$ cat src/rtl/multicycle_control.sv
`default_nettype none
// +--------------------------------------------------------------------------+
// | multicycle_control                                                       |
// | Moore sequencer for the multi-cycle RV32I-subset datapath.               |
// | Rev 1.0 - initial release                                                |
// +--------------------------------------------------------------------------+
module multicycle_control #(
  parameter int MAX_WAIT = 15,
  parameter int WAITW    = 8
) (
  input  logic       CLK,
  input  logic       RST,
  input  logic [6:0] Opcode,
  input  logic [2:0] Funct3,
  input  logic       Zero,
  input  logic       MemReady,
  output logic       MemReq,
  output logic       MemRW,
  output logic       IorD,
  output logic       IRWrite,
  output logic       PCWrite,
  output logic       PCSrc,
  output logic       ALUSrcA,
  output logic [1:0] ALUSrcB,
  output logic [1:0] ALUOp,
  output logic       RegWrite,
  output logic       MemtoReg,
  output logic [3:0] State,
  output logic       Halt,
  output logic       Illegal,
  output logic       Timeout
);

  typedef enum logic [3:0] {
    S_FETCH  = 4'd0,
    S_DECODE = 4'd1,
    S_MEMADR = 4'd2,
    S_MEMRD  = 4'd3,
    S_MEMWB  = 4'd4,
    S_MEMWR  = 4'd5,
    S_EXECR  = 4'd6,
    S_EXECI  = 4'd7,
    S_ALUWB  = 4'd8,
    S_BEQ    = 4'd9,
    S_ERR    = 4'd15
  } state_t;

  localparam logic [6:0] c_op_rtype  = 7'b0110011;
  localparam logic [6:0] c_op_itype  = 7'b0010011;
  localparam logic [6:0] c_op_load   = 7'b0000011;
  localparam logic [6:0] c_op_store  = 7'b0100011;
  localparam logic [6:0] c_op_branch = 7'b1100011;
  localparam logic [2:0] c_f3_word   = 3'b010;
  localparam logic [2:0] c_f3_beq    = 3'b000;

  // The timeout fires on the MAX_WAIT-th consecutive stalled cycle.
  localparam logic [WAITW-1:0] c_wait_last = WAITW'(MAX_WAIT - 1);

  state_t           state_q, state_d;
  logic [WAITW-1:0] wait_q, wait_d;
  logic             illegal_q, illegal_d;
  logic             timeout_q, timeout_d;
  logic             mem_state;
  logic             stalled;

  always_comb begin
    MemReq    = 1'b0;
    MemRW     = 1'b0;
    IorD      = 1'b0;
    IRWrite   = 1'b0;
    PCWrite   = 1'b0;
    PCSrc     = 1'b0;
    ALUSrcA   = 1'b0;
    ALUSrcB   = 2'b00;
    ALUOp     = 2'b00;
    RegWrite  = 1'b0;
    MemtoReg  = 1'b0;
    Halt      = 1'b0;
    state_d   = state_q;
    illegal_d = illegal_q;
    timeout_d = timeout_q;

    mem_state = (state_q == S_FETCH) || (state_q == S_MEMRD) || (state_q == S_MEMWR);
    stalled   = mem_state && !MemReady;

    case (state_q)
      S_FETCH: begin
        MemReq  = 1'b1;
        ALUSrcB = 2'b01;
        IRWrite = MemReady;
        PCWrite = MemReady;
        if (MemReady) state_d = S_DECODE;
      end
      S_DECODE: begin
        ALUSrcB = 2'b10;
        if (Opcode == c_op_rtype)
          state_d = S_EXECR;
        else if (Opcode == c_op_itype)
          state_d = S_EXECI;
        else if ((Opcode == c_op_load || Opcode == c_op_store) && Funct3 == c_f3_word)
          state_d = S_MEMADR;
        else if (Opcode == c_op_branch && Funct3 == c_f3_beq)
          state_d = S_BEQ;
        else begin
          state_d   = S_ERR;
          illegal_d = 1'b1;
        end
      end
      S_MEMADR: begin
        ALUSrcA = 1'b1;
        ALUSrcB = 2'b10;
        state_d = (Opcode == c_op_load) ? S_MEMRD : S_MEMWR;
      end
      S_MEMRD: begin
        MemReq = 1'b1;
        IorD   = 1'b1;
        if (MemReady) state_d = S_MEMWB;
      end
      S_MEMWB: begin
        RegWrite = 1'b1;
        MemtoReg = 1'b1;
        state_d  = S_FETCH;
      end
      S_MEMWR: begin
        MemReq = 1'b1;
        IorD   = 1'b1;
        MemRW  = 1'b1;
        if (MemReady) state_d = S_FETCH;
      end
      S_EXECR: begin
        ALUSrcA = 1'b1;
        ALUSrcB = 2'b00;
        ALUOp   = 2'b10;
        state_d = S_ALUWB;
      end
      S_EXECI: begin
        ALUSrcA = 1'b1;
        ALUSrcB = 2'b10;
        ALUOp   = 2'b11;
        state_d = S_ALUWB;
      end
      S_ALUWB: begin
        RegWrite = 1'b1;
        state_d  = S_FETCH;
      end
      S_BEQ: begin
        ALUSrcA = 1'b1;
        ALUSrcB = 2'b00;
        ALUOp   = 2'b01;
        PCSrc   = 1'b1;
        PCWrite = Zero;
        state_d = S_FETCH;
      end
      S_ERR: begin
        Halt = 1'b1;
      end
      default: begin
        // Unused codes are treated as a fault and park the core.
        Halt    = 1'b1;
        state_d = S_ERR;
      end
    endcase

    if (stalled && wait_q == c_wait_last) begin
      state_d   = S_ERR;
      timeout_d = 1'b1;
    end

    if (state_d != state_q)
      wait_d = '0;
    else if (stalled)
      wait_d = wait_q + WAITW'(1);
    else
      wait_d = wait_q;
  end

  always_ff @(posedge CLK) begin
    if (RST) begin
      state_q   <= S_FETCH;
      wait_q    <= '0;
      illegal_q <= 1'b0;
      timeout_q <= 1'b0;
    end else begin
      state_q   <= state_d;
      wait_q    <= wait_d;
      illegal_q <= illegal_d;
      timeout_q <= timeout_d;
    end
  end

  assign State   = state_q;
  assign Illegal = illegal_q;
  assign Timeout = timeout_q;

endmodule
`default_nettype wire
$ cat config.mk
export PLATFORM = sky130hd
export DESIGN_NAME = multicycle_control
export DESIGN_NICKNAME = d
export VERILOG_FILES = /design/src/rtl/multicycle_control.sv
export SDC_FILE = /design/constraint.sdc
export NUM_CORES = 1
export LEC_CHECK = 0
export CORE_MARGIN = 2
export CORE_UTILIZATION = 35
export CTS_BUF_LIST = sky130_fd_sc_hd__clkbuf_8 sky130_fd_sc_hd__clkbuf_16
export DETAILED_ROUTE_END_ITERATION = 6
export PLACE_DENSITY = 0.62
export REMOVE_ABC_BUFFERS = 1
export SYNTH_ARGS = -nofsm -noshare
export SYNTH_HDL_FRONTEND = slang
export SYNTH_SLANG_ARGS = --single-unit
$ cat constraint.sdc
create_clock -name CLK -period 2.94 [get_ports CLK]
set_input_delay 0.294 -clock CLK [delete_from_list [all_inputs] [get_ports CLK]]
set_output_delay 0.294 -clock CLK [all_outputs]
set_load 0.02 [all_outputs]
==> results of run 1 <==
## final timing paths
path | depth (start not counted) | slack (ns) | to
worst min register to register | 2 | 0.48 | Illegal
worst max register to register | 7 | 0.68 | wait_q[7]
worst min-delay path | 2 | 0.48 | Illegal
worst max-delay path | 5 | 0.54 | PCWrite
## layer usage
| layer | vias up | global-route usage, % | wire, um |
|---|---|---|---|
| met5 | - | 0 | 0 |
| met3 | 2 | 2.402 | 172 |
| met2 | 33 | 23.81 | 1141 |
| li1 | 538 | - | - |
| met4 | 0 | 5.844 | 9 |
| met1 | 469 | 20.32 | 1209 |
## final cells by class
type                    count  area, um^2  area share [%]
multi-input cells         102       715.7           48.85
well taps                  31       38.79           2.647
inverters                   6       22.52           1.537
flip-flops and latches     14       280.3           19.13
repair buffers             36       352.8           24.08
clock buffers               4       55.05           3.757
## worst max-delay path, cell delays in order, from the launching register on
cell	delay (ns)
dfxtp_1	0.41
buf_4	0.23
nor4_1	0.35
and2_1	0.21
a21o_1	0.08
clkdlybuf4s50_1	0.59
## state kept, by name, indices dropped and copies added, names as in the netlist
register  cells
wait_q        8
State         4
Illegal       1
Timeout       1
## cells in the final DEF, fill, tap and decap left out, types with 3 or more instances in the layout
| master | instances |
|---|---|
| a21oi_1 | 9 |
| buf_4 | 3 |
| clkbuf_8 | 4 |
| clkdlybuf4s50_1 | 33 |
| dfxtp_1 | 14 |
| inv_1 | 6 |
| nand2_1 | 7 |
| nand2b_1 | 4 |
| nand3_1 | 5 |
| nor2_1 | 14 |
| nor3_1 | 3 |
| nor4_1 | 9 |
| o21a_1 | 3 |
| o21ai_0 | 3 |
| xor2_1 | 6 |
## cell families (layout without fill, tap and decap cells)
kind of cell	count (synthesis)	after routing
AO/OA/AOI/OAI	30	30
XOR/XNOR	9	9
adder cells (fa/ha/maj)	2	2
buffers and inverters	12	46
flip-flops	14	14
multiplexers	1	1
AND/OR/NAND/NOR	60	60
## per-stage QoR
step / utilization (%) / total power (W) / hold slack (ns) / instance area [um^2] / instances
2_1_floorplan: - / 0.001002 / 0.3631 / 1018 / 122
3_3_place_gp: 49.85 / 0.001402 / 0.4536 / 1410 / 189
3_5_place_dp: 49.85 / 0.001410 / 0.4670 / 1410 / 189
4_1_cts: 51.79 / 0.001598 / 0.4829 / 1465 / 193
5_1_grt: 51.79 / 0.001708 / 0.5173 / 1465 / 193
6_report: 51.79 / 0.001590 / 0.4769 / 1465 / 193
## power by group through the flow
| stage | combinational (W) | clock [W] | sequential (W) |
|---|---|---|---|
| after detailed placement | 0.00108 | 0 | 0.000327 |
| after CTS | 0.00109 | 0.000189 | 0.000323 |
| final | 0.00108 | 0.000182 | 0.000324 |
| after global routing | 0.00118 | 0.000197 | 0.000335 |
| after floorplan | 0.000640 | 0 | 0.000362 |
| after global placement | 0.00108 | 0 | 0.000325 |
==> flow_summary.json, run 1 <==
{
  "synth-seq-cells": 14,
  "areaGrowthSynthToFinish_pct": 37.93,
  "tightest_slew_ns": 0.5069,
  "synth_compound_area_share_pct": 21.91,
  "finalHoldViolations": 0,
  "grt_pass1_wl_um": 4105,
  "tns_ns": 0,
  "switching_share_pct": 47.25,
  "first_iter_violations": 33,
  "critPathRequiredTime_ns": 2.65,
  "drc": 0,
  "die-area_um2": 3492,
  "async_reset_ff_share_pct": 0,
  "power_frac_clock_pct": 11.5,
  "maxSlewHeadroom_pct": 66.16,
  "start_util_pct": 37.55,
  "synth_xor_area_share_pct": 8.834,
  "internal_power_w": 0.0008388,
  "grt_overflow": 0,
  "synthAdderAreaFrac_pct": 2.356,
  "cts_tree": "done",
  "synth_enable_flop_cells": 0,
  "ir_worst_vdd_v": 0.0003291,
  "timing.rr.start": "State[3]",
  "grt_pass1_vias": 909,
  "fin_ws_ns": 0.5391,
  "crit_path_max_fanout": 10,
  "pre_cts_slack_ns": 0.5355,
  "setup_viol": 0,
  "holdCritPathClass": "flip-flop to flip-flop",
  "yosysSeqAreaShare_pct": 26.38,
  "clockRootBuffer": "clkbuf_8",
  "p_leak_nw": 0.5487,
  "cts.htree.levels": 1,
  "die_width_um": 59.09,
  "fillers": 287,
  "dp_hpwl_um": 1983,
  "outcome": "completed",
  "synthMuxAreaShare_pct": 1.060,
  "max_freq_mhz": 416.5,
  "cts.repair.resized": 0,
  "via_per_inst": 5.399,
  "firstDrtPassIters": 4,
  "start_kind": "flip-flop",
  "synth_cell_type_count": 48,
  "seqPwrFrac_pct": 20.4,
  "clock_skew_ns": 0.001807,
  "drive_above_1_share_pct": 12.35,
  "hold_start": "Illegal",
  "period_needed_ns": 2.401,
  "diodes": 0,
  "yosysTopAreaCellShare_pct": 26.38,
  "ctsHoldBuffers": 0,
  "arrival_ns": 2.11,
  "timing.final.crit_share_pct": 81.66,
  "netlist_instances": 128,
  "crit_type": "flip-flop to primary output",
  "grt_max_degree": 14,
  "yosys.area_share.simple_pct": 33.22,
  "port-buffer-count": 33,
  "switching_power_w": 0.0007514,
  "synth_area_leaders": "dfxtp_1 (26%), nor4_1 (5.3%), nor2_1 (4.9%)",
  "clkSinkCount": 14,
  "slew_viol_final": 0,
  "yosys_warnings": 0,
  "dieHeight_um": 59.09,
  "finalWirelength_um": 2532,
  "num_rows": 19,
  "power_density_nw_per_um2": 1085,
  "numCtsBuffers": 3,
  "cts_setup_buffers": 0,
  "ioPinCount": 34,
  "syn_area_per_cell_um2": 8.299,
  "grt_antenna_before_repair": 0,
  "synth.largest_area_cell": "dfxtp_1",
  "synth.top_cells.by_count": "dfxtp_1 (14), nor2_1 (14), a21oi_1 (9), nor4_1 (9), nand2_1 (7)",
  "layout.nets": 179,
  "worst_setup_path_end_kind": "primary output",
  "grtUsageTotal_pct": 15.00,
  "ys.flop_type": "dfxtp_1",
  "gp_congestion": 0.8077,
  "ant_nets": 0,
  "rsz0062_at_grt": "no",
  "coreArea_um2": 2829,
  "setup.worst_path.start": "State[1]",
  "cts.clk_slew.worst_paths_ns": 0.06,
  "cap_violations": 0,
  "routedWlPerCell_um": 13.12,
  "clk_latency_ns": 0.24,
  "synth_area_um2": 1062,
  "clock_path_buffers": 2,
  "pwr-share-comb_pct": 68.2,
  "synth_top_family_by_area": "simple AND/OR/NAND/NOR gates",
  "num_vias": 1042
}
Power figures use the tool's default switching activity.
==> run 2: changes to the inputs <==
Clock period 2.94 ns to 2.3 ns, I/O delays scaled along.
==> run 2 against run 1 <==
Compared with the run above:
- clock skew about the same
- sequential power up 19%
- global-route usage up 0.78 points
- clock power up 31%
- hold slack better by 0.0059 ns
- wire length up 9.3%
- die area unchanged
- critical path type unchanged
==> flow_summary.json, run 2 (synthesis results as in run 1) <==
{
  "clkSinkCount": 14,
  "num_rows": 19,
  "ir_worst_vdd_v": 0.0005838,
  "p_leak_nw": 0.5993,
  "diodes": 0,
  "die-area_um2": 3492,
  "grt_antenna_before_repair": 0,
  "crit_type": "flip-flop to primary output",
  "clk_latency_ns": 0.25,
  "tightest_slew_ns": 0.4575,
  "drc": 0,
  "finalWirelength_um": 2767,
  "via_per_inst": 5.345,
  "arrival_ns": 1.94,
  "grt_overflow": 0,
  "cts_tree": "done",
  "outcome": "completed",
  "ctsHoldBuffers": 0,
  "layout.nets": 183,
  "layout_commonest_cell": "clkdlybuf4s50_1",
  "largest_reg_flops": 8,
  "setup.worst_path.start": "State[3]",
  "timing.rr.start": "wait_q[0]",
  "fillers": 278,
  "start_kind": "flip-flop",
  "seq_area_um2": 282.8,
  "numCtsBuffers": 3,
  "cts.clk_slew.worst_paths_ns": 0.06,
  "timing.final.crit_share_pct": 94.14,
  "final_cell_mix": "clkdlybuf4s50_1 (31), nor2_1 (14), dfxtp_1 (12)",
  "dp_hpwl_um": 2138,
  "routedWlPerCell_um": 14.05,
  "gp_congestion": 0.7517,
  "coreArea_um2": 2829,
  "first_iter_violations": 28,
  "largest_register": "wait_q",
  "worst_setup_path_end_kind": "primary output",
  "max_freq_mhz": 461.9,
  "areaGrowthSynthToFinish_pct": 42.87,
  "setup_viol": 0,
  "critPathRequiredTime_ns": 2.07,
  "final_core_util_pct": 53.65,
  "dieHeight_um": 59.09,
  "num_vias": 1053,
  "start_util_pct": 37.55,
  "ant_nets": 0,
  "pre_cts_slack_ns": -0.0007641,
  "clockRootBuffer": "clkbuf_8",
  "period_needed_ns": 2.165,
  "power_density_nw_per_um2": 1414,
  "finalHoldViolations": 0,
  "die_width_um": 59.09,
  "maxSlewHeadroom_pct": 69.35,
  "port-buffer-count": 33,
  "grt_pass1_vias": 949,
  "firstDrtPassIters": 4,
  "hold_start": "Timeout",
  "clock_skew_ns": 0.001380,
  "multi_input_area_um2": 730.7,
  "clock_path_buffers": 2,
  "tns_ns": 0,
  "crit_path_max_fanout": 7,
  "grt_max_degree": 12,
  "drive_above_1_share_pct": 16.27,
  "cts_setup_buffers": 0,
  "cap_violations": 0,
  "rsz0062_at_grt": "no",
  "fin_ws_ns": 0.1348,
  "cts.htree.levels": 1,
  "holdCritPathClass": "flip-flop to flip-flop",
  "grtUsageTotal_pct": 15.78,
  "grt_pass1_wl_um": 4236,
  "ioPinCount": 34,
  "slew_viol_final": 0
}
## run 2: critical path, cell delays in order (launching register included)
cell and delay [ns]:
dfxtp_1 0.37, buf_4 0.18, nor4_2 0.33, and2_1 0.20, clkdlybuf4s50_1 0.61
## run 2: repair_timing
item,4_1_cts,5_1_grt
resized for setup,1,6
gates cloned,0,0
setup endpoints to repair,2,9
## run 2: path summary, 6_finish.rpt
path | endpoint | slack, ns | cells past startpoint
setup / recovery | IRWrite | 0.13 | 4
hold / removal | Timeout | 0.48 | 2
setup reg to reg | wait_q[6] | 0.22 | 7
hold reg to reg | Timeout | 0.48 | 2
## run 2: cell type report
class	count	area share [%]
sequential	14	18.63
inverter	6	1.484
clock buffer	4	3.627
tap	31	2.556
timing repair buffer	40	25.56
multi-input combinational	102	48.14
## run 2: stage by stage
stage / hold WS, ns / power [W] / instances / area (um^2)
final: 0.4827 / 0.002146 / 197 / 1518
after global routing: 0.5169 / 0.002287 / 197 / 1518
after CTS: 0.4945 / 0.002116 / 197 / 1501
after detailed placement: 0.4801 / 0.001858 / 193 / 1440
after global placement: 0.4529 / 0.001834 / 193 / 1440
after floorplan: 0.2991 / 0.001280 / 122 / 1018
## run 2: layer usage
layer  vias to the layer above  share of wire (%)  GRT usage [%]
met3                         4                5.9          1.747
met5                         -                  0              0
li1                        546                  -              -
met2                        31                 48          27.94
met4                         0               0.83          7.792
met1                       472                 45          18.74
## run 2: power breakdown
group | internal, W | leakage [nW] | switching, W
combinational | 0.000681 | 0.456 | 0.000841
clock | 0.000152 | 0.0288 | 0.0000865
sequential | 0.000296 | 0.114 | 0.0000902
==> patch (flow settings as in run 2) <==
`MAX_WAIT`: 15 -> 7.
--- a/src/rtl/multicycle_control.sv
+++ b/src/rtl/multicycle_control.sv
@@ -5,7 +5,7 @@
 // | Rev 1.0 - initial release                                                |
 // +--------------------------------------------------------------------------+
 module multicycle_control #(
-  parameter int MAX_WAIT = 15,
+  parameter int MAX_WAIT = 7,
   parameter int WAITW    = 8
 ) (
   input  logic       CLK,
Behaviour: not the same (Yosys sat finds a counterexample within 10 cycles, from zero or initial values and one cycle with RST high).
==> patch against run 2 <==
Synthesized area rose by 3.4%. Power fell by 6.5%. Global-route usage is 1.6 points higher. Combinational power shrank 8%. Critical path type is now in2reg. Largest power group unchanged. Setup slack worse by 11 ps. Count of clock-buffer cells in the layout unchanged. Clock skew up 4.6 ps. Sequential cell count unchanged. Utilization rose by 0.77 points. Routed wire length is 8.9% higher. Clock power fell by 2%. Design area grew 8.6%. Critical endpoint is now wait_q[7]. Hold slack got worse by 9.5 ps.
==> patch: results <==
metrics = {
    "global_routing": {
        "grt_max_degree": 16,
        "track_usage_pct": 17.41,
        "grt_pass1_vias": 1048,
        "antenna_found_initial": 0,
        "grt_pass1_wl_um": 4843,
    },
    "power": {
        "peakVddDrop_mv": 0.4538,
        "leakagePower_nw": 0.6277,
        "switching_share_pct": 44.73,
    },
    "critical_path": {
        "rr_endpoint": "wait_q[1]",
        "path_max_fanout": 8,
        "r2r-start": "State[2]",
        "critical_path.startpoint": "Funct3[0]",
        "ff2ff_path_depth": 7,
        "critPathArrivalTime_ps": 2290,
        "endpoint": "wait_q[7]",
        "r2r_setup_slack_ps": 200,
    },
    "sta": {
        "worst_slew_pin_slew_ps": 416.3,
        "fin_skew_ps": 5.937,
    },
    "layout": {
        "drive_above_1_share_pct": 20.88,
        "antennaDiodeCount": 0,
        "regMostFlops": "wait_q",
        "finalNetCount": 199,
        "fillers": 310,
        "largest_reg_flops": 8,
    },
    "min_path": {
        "hp-start": "Illegal",
        "hp-class": "reg2reg",
    },
    "outcome": {
        "status": "completed",
    },
    "synthesis": {
        "avgSynthCellArea_sq_um": 8.078,
        "ys_types": 50,
        "synth_area_leaders": "dfxtp_1 (26%), nor4_1 (6.3%), nor2_1 (6.2%)",
        "synth-async-reset-ratio_pct": 0,
        "ys_seq_area_share_pct": 25.51,
        "yosys-top-cells-count": "nor2_1 (18), dfxtp_1 (14), nor4_1 (11), nand2b_1 (6)",
    },
    "routing": {
        "via_per_inst": 5.173,
        "firstDrtPassIters": 4,
        "drt-total-wl_um": 3012,
        "vias": 1169,
        "drt_iter0_markers": 65,
    },
    "clocking": {
        "clk_latency_ps": 240,
        "cts_root_buf": "clkbuf_8",
        "cts_max_level": 1,
        "cts_buffer_depth": 2,
        "cts_inserted_buffers": 3,
    },
    "place": {
        "dp_cells": 222,
        "port_buffers": 33,
        "gp_congestion": 0.7527,
        "dpl.hpwl_um": 2348,
    },
}
patch: changes by cell type after synthesis, moves of 3 or more:
| cell | delta |
|---|---|
| a21oi_1 | -4 |
| nor2_1 | +4 |
| mux2i_1 | +3 |
| xnor2_1 | +3 |
patch: timing repair:
action                                  4_1_cts  5_1_grt
endpoints found under the setup margin        2       13
pin swaps                                     0        0
cloned                                        0        0
resized for setup                             1        7
hold buffers                                  0        0
patch: power by group through the flow:
stage | Combinational (mW) | Sequential (mW) | Clock (mW)
6_report | 1.40 | 0.374 | 0.233
5_1_grt | 1.52 | 0.385 | 0.250
4_1_cts | 1.38 | 0.369 | 0.241
3_5_place_dp | 1.38 | 0.372 | 0
3_3_place_gp | 1.35 | 0.367 | 0
2_1_floorplan | 0.729 | 0.436 | 0
patch: kinds of logic (layout without fill, tap and decap cells):
logic type                 Yosys count  count (layout)  share of synthesized area, %
AOI/OAI and AO/OA                   24              24                         17.65
xor gates and xnor gates             9               9                         7.175
adders and majority gates            2               2                         2.278
buffers and inverters               13              59                         6.377
DFF                                 14              14                         25.51
muxes                                3               3                         2.734
and+or+nand+nor                     71              71                         38.27
patch: metrics by stage:
step                      setup WS, ps  power [mW]  util [%]
after floorplan                 -23.63       1.164         -
after global placement          -91.11       1.722     51.53
after detailed placement        -191.9       1.749     51.53
after CTS                        8.871       1.991     53.39
after global routing             15.27       2.151     54.42
final                            123.7       2.007     54.42
patch: final cells by class:
| cell class | instances | area share [%] |
|---|---|---|
| Multi-Input combinational cell | 109 | 46.85 |
| Inverter | 5 | 1.139 |
| Clock buffer | 4 | 3.341 |
| Sequential cell | 14 | 17.39 |
| Timing Repair Buffer | 50 | 27.94 |
| Tap cell | 44 | 3.341 |
patch: worst min path at each step:
stage                    end  slack [ps]  depth (start not counted)
finish               Illegal         470                          2
global route         Illegal         520                          2
CTS                  Illegal         490                          2
detailed placement   Timeout         470                          2
global placement     Illegal         470                          2
floorplan           State[2]         300                          1
patch: routing by layer:
| metal | GRT usage, % | share of wire [%] | vias to the layer above |
|---|---|---|---|
| li1 | - | - | 591 |
| met1 | 22.44 | 45 | 542 |
| met2 | 31.21 | 51 | 34 |
| met3 | 2.165 | 3.3 | 2 |
| met4 | 2.857 | 0.63 | 0 |
| met5 | 0 | 0 | - |
patch: worst max-delay path, stage by stage:
cell,delay [ps]
clkdlybuf4s50_1,450
or3b_1,380
a211o_1,310
and2_4,170
or3_4,340
o211ai_4,290
nor4_1,110
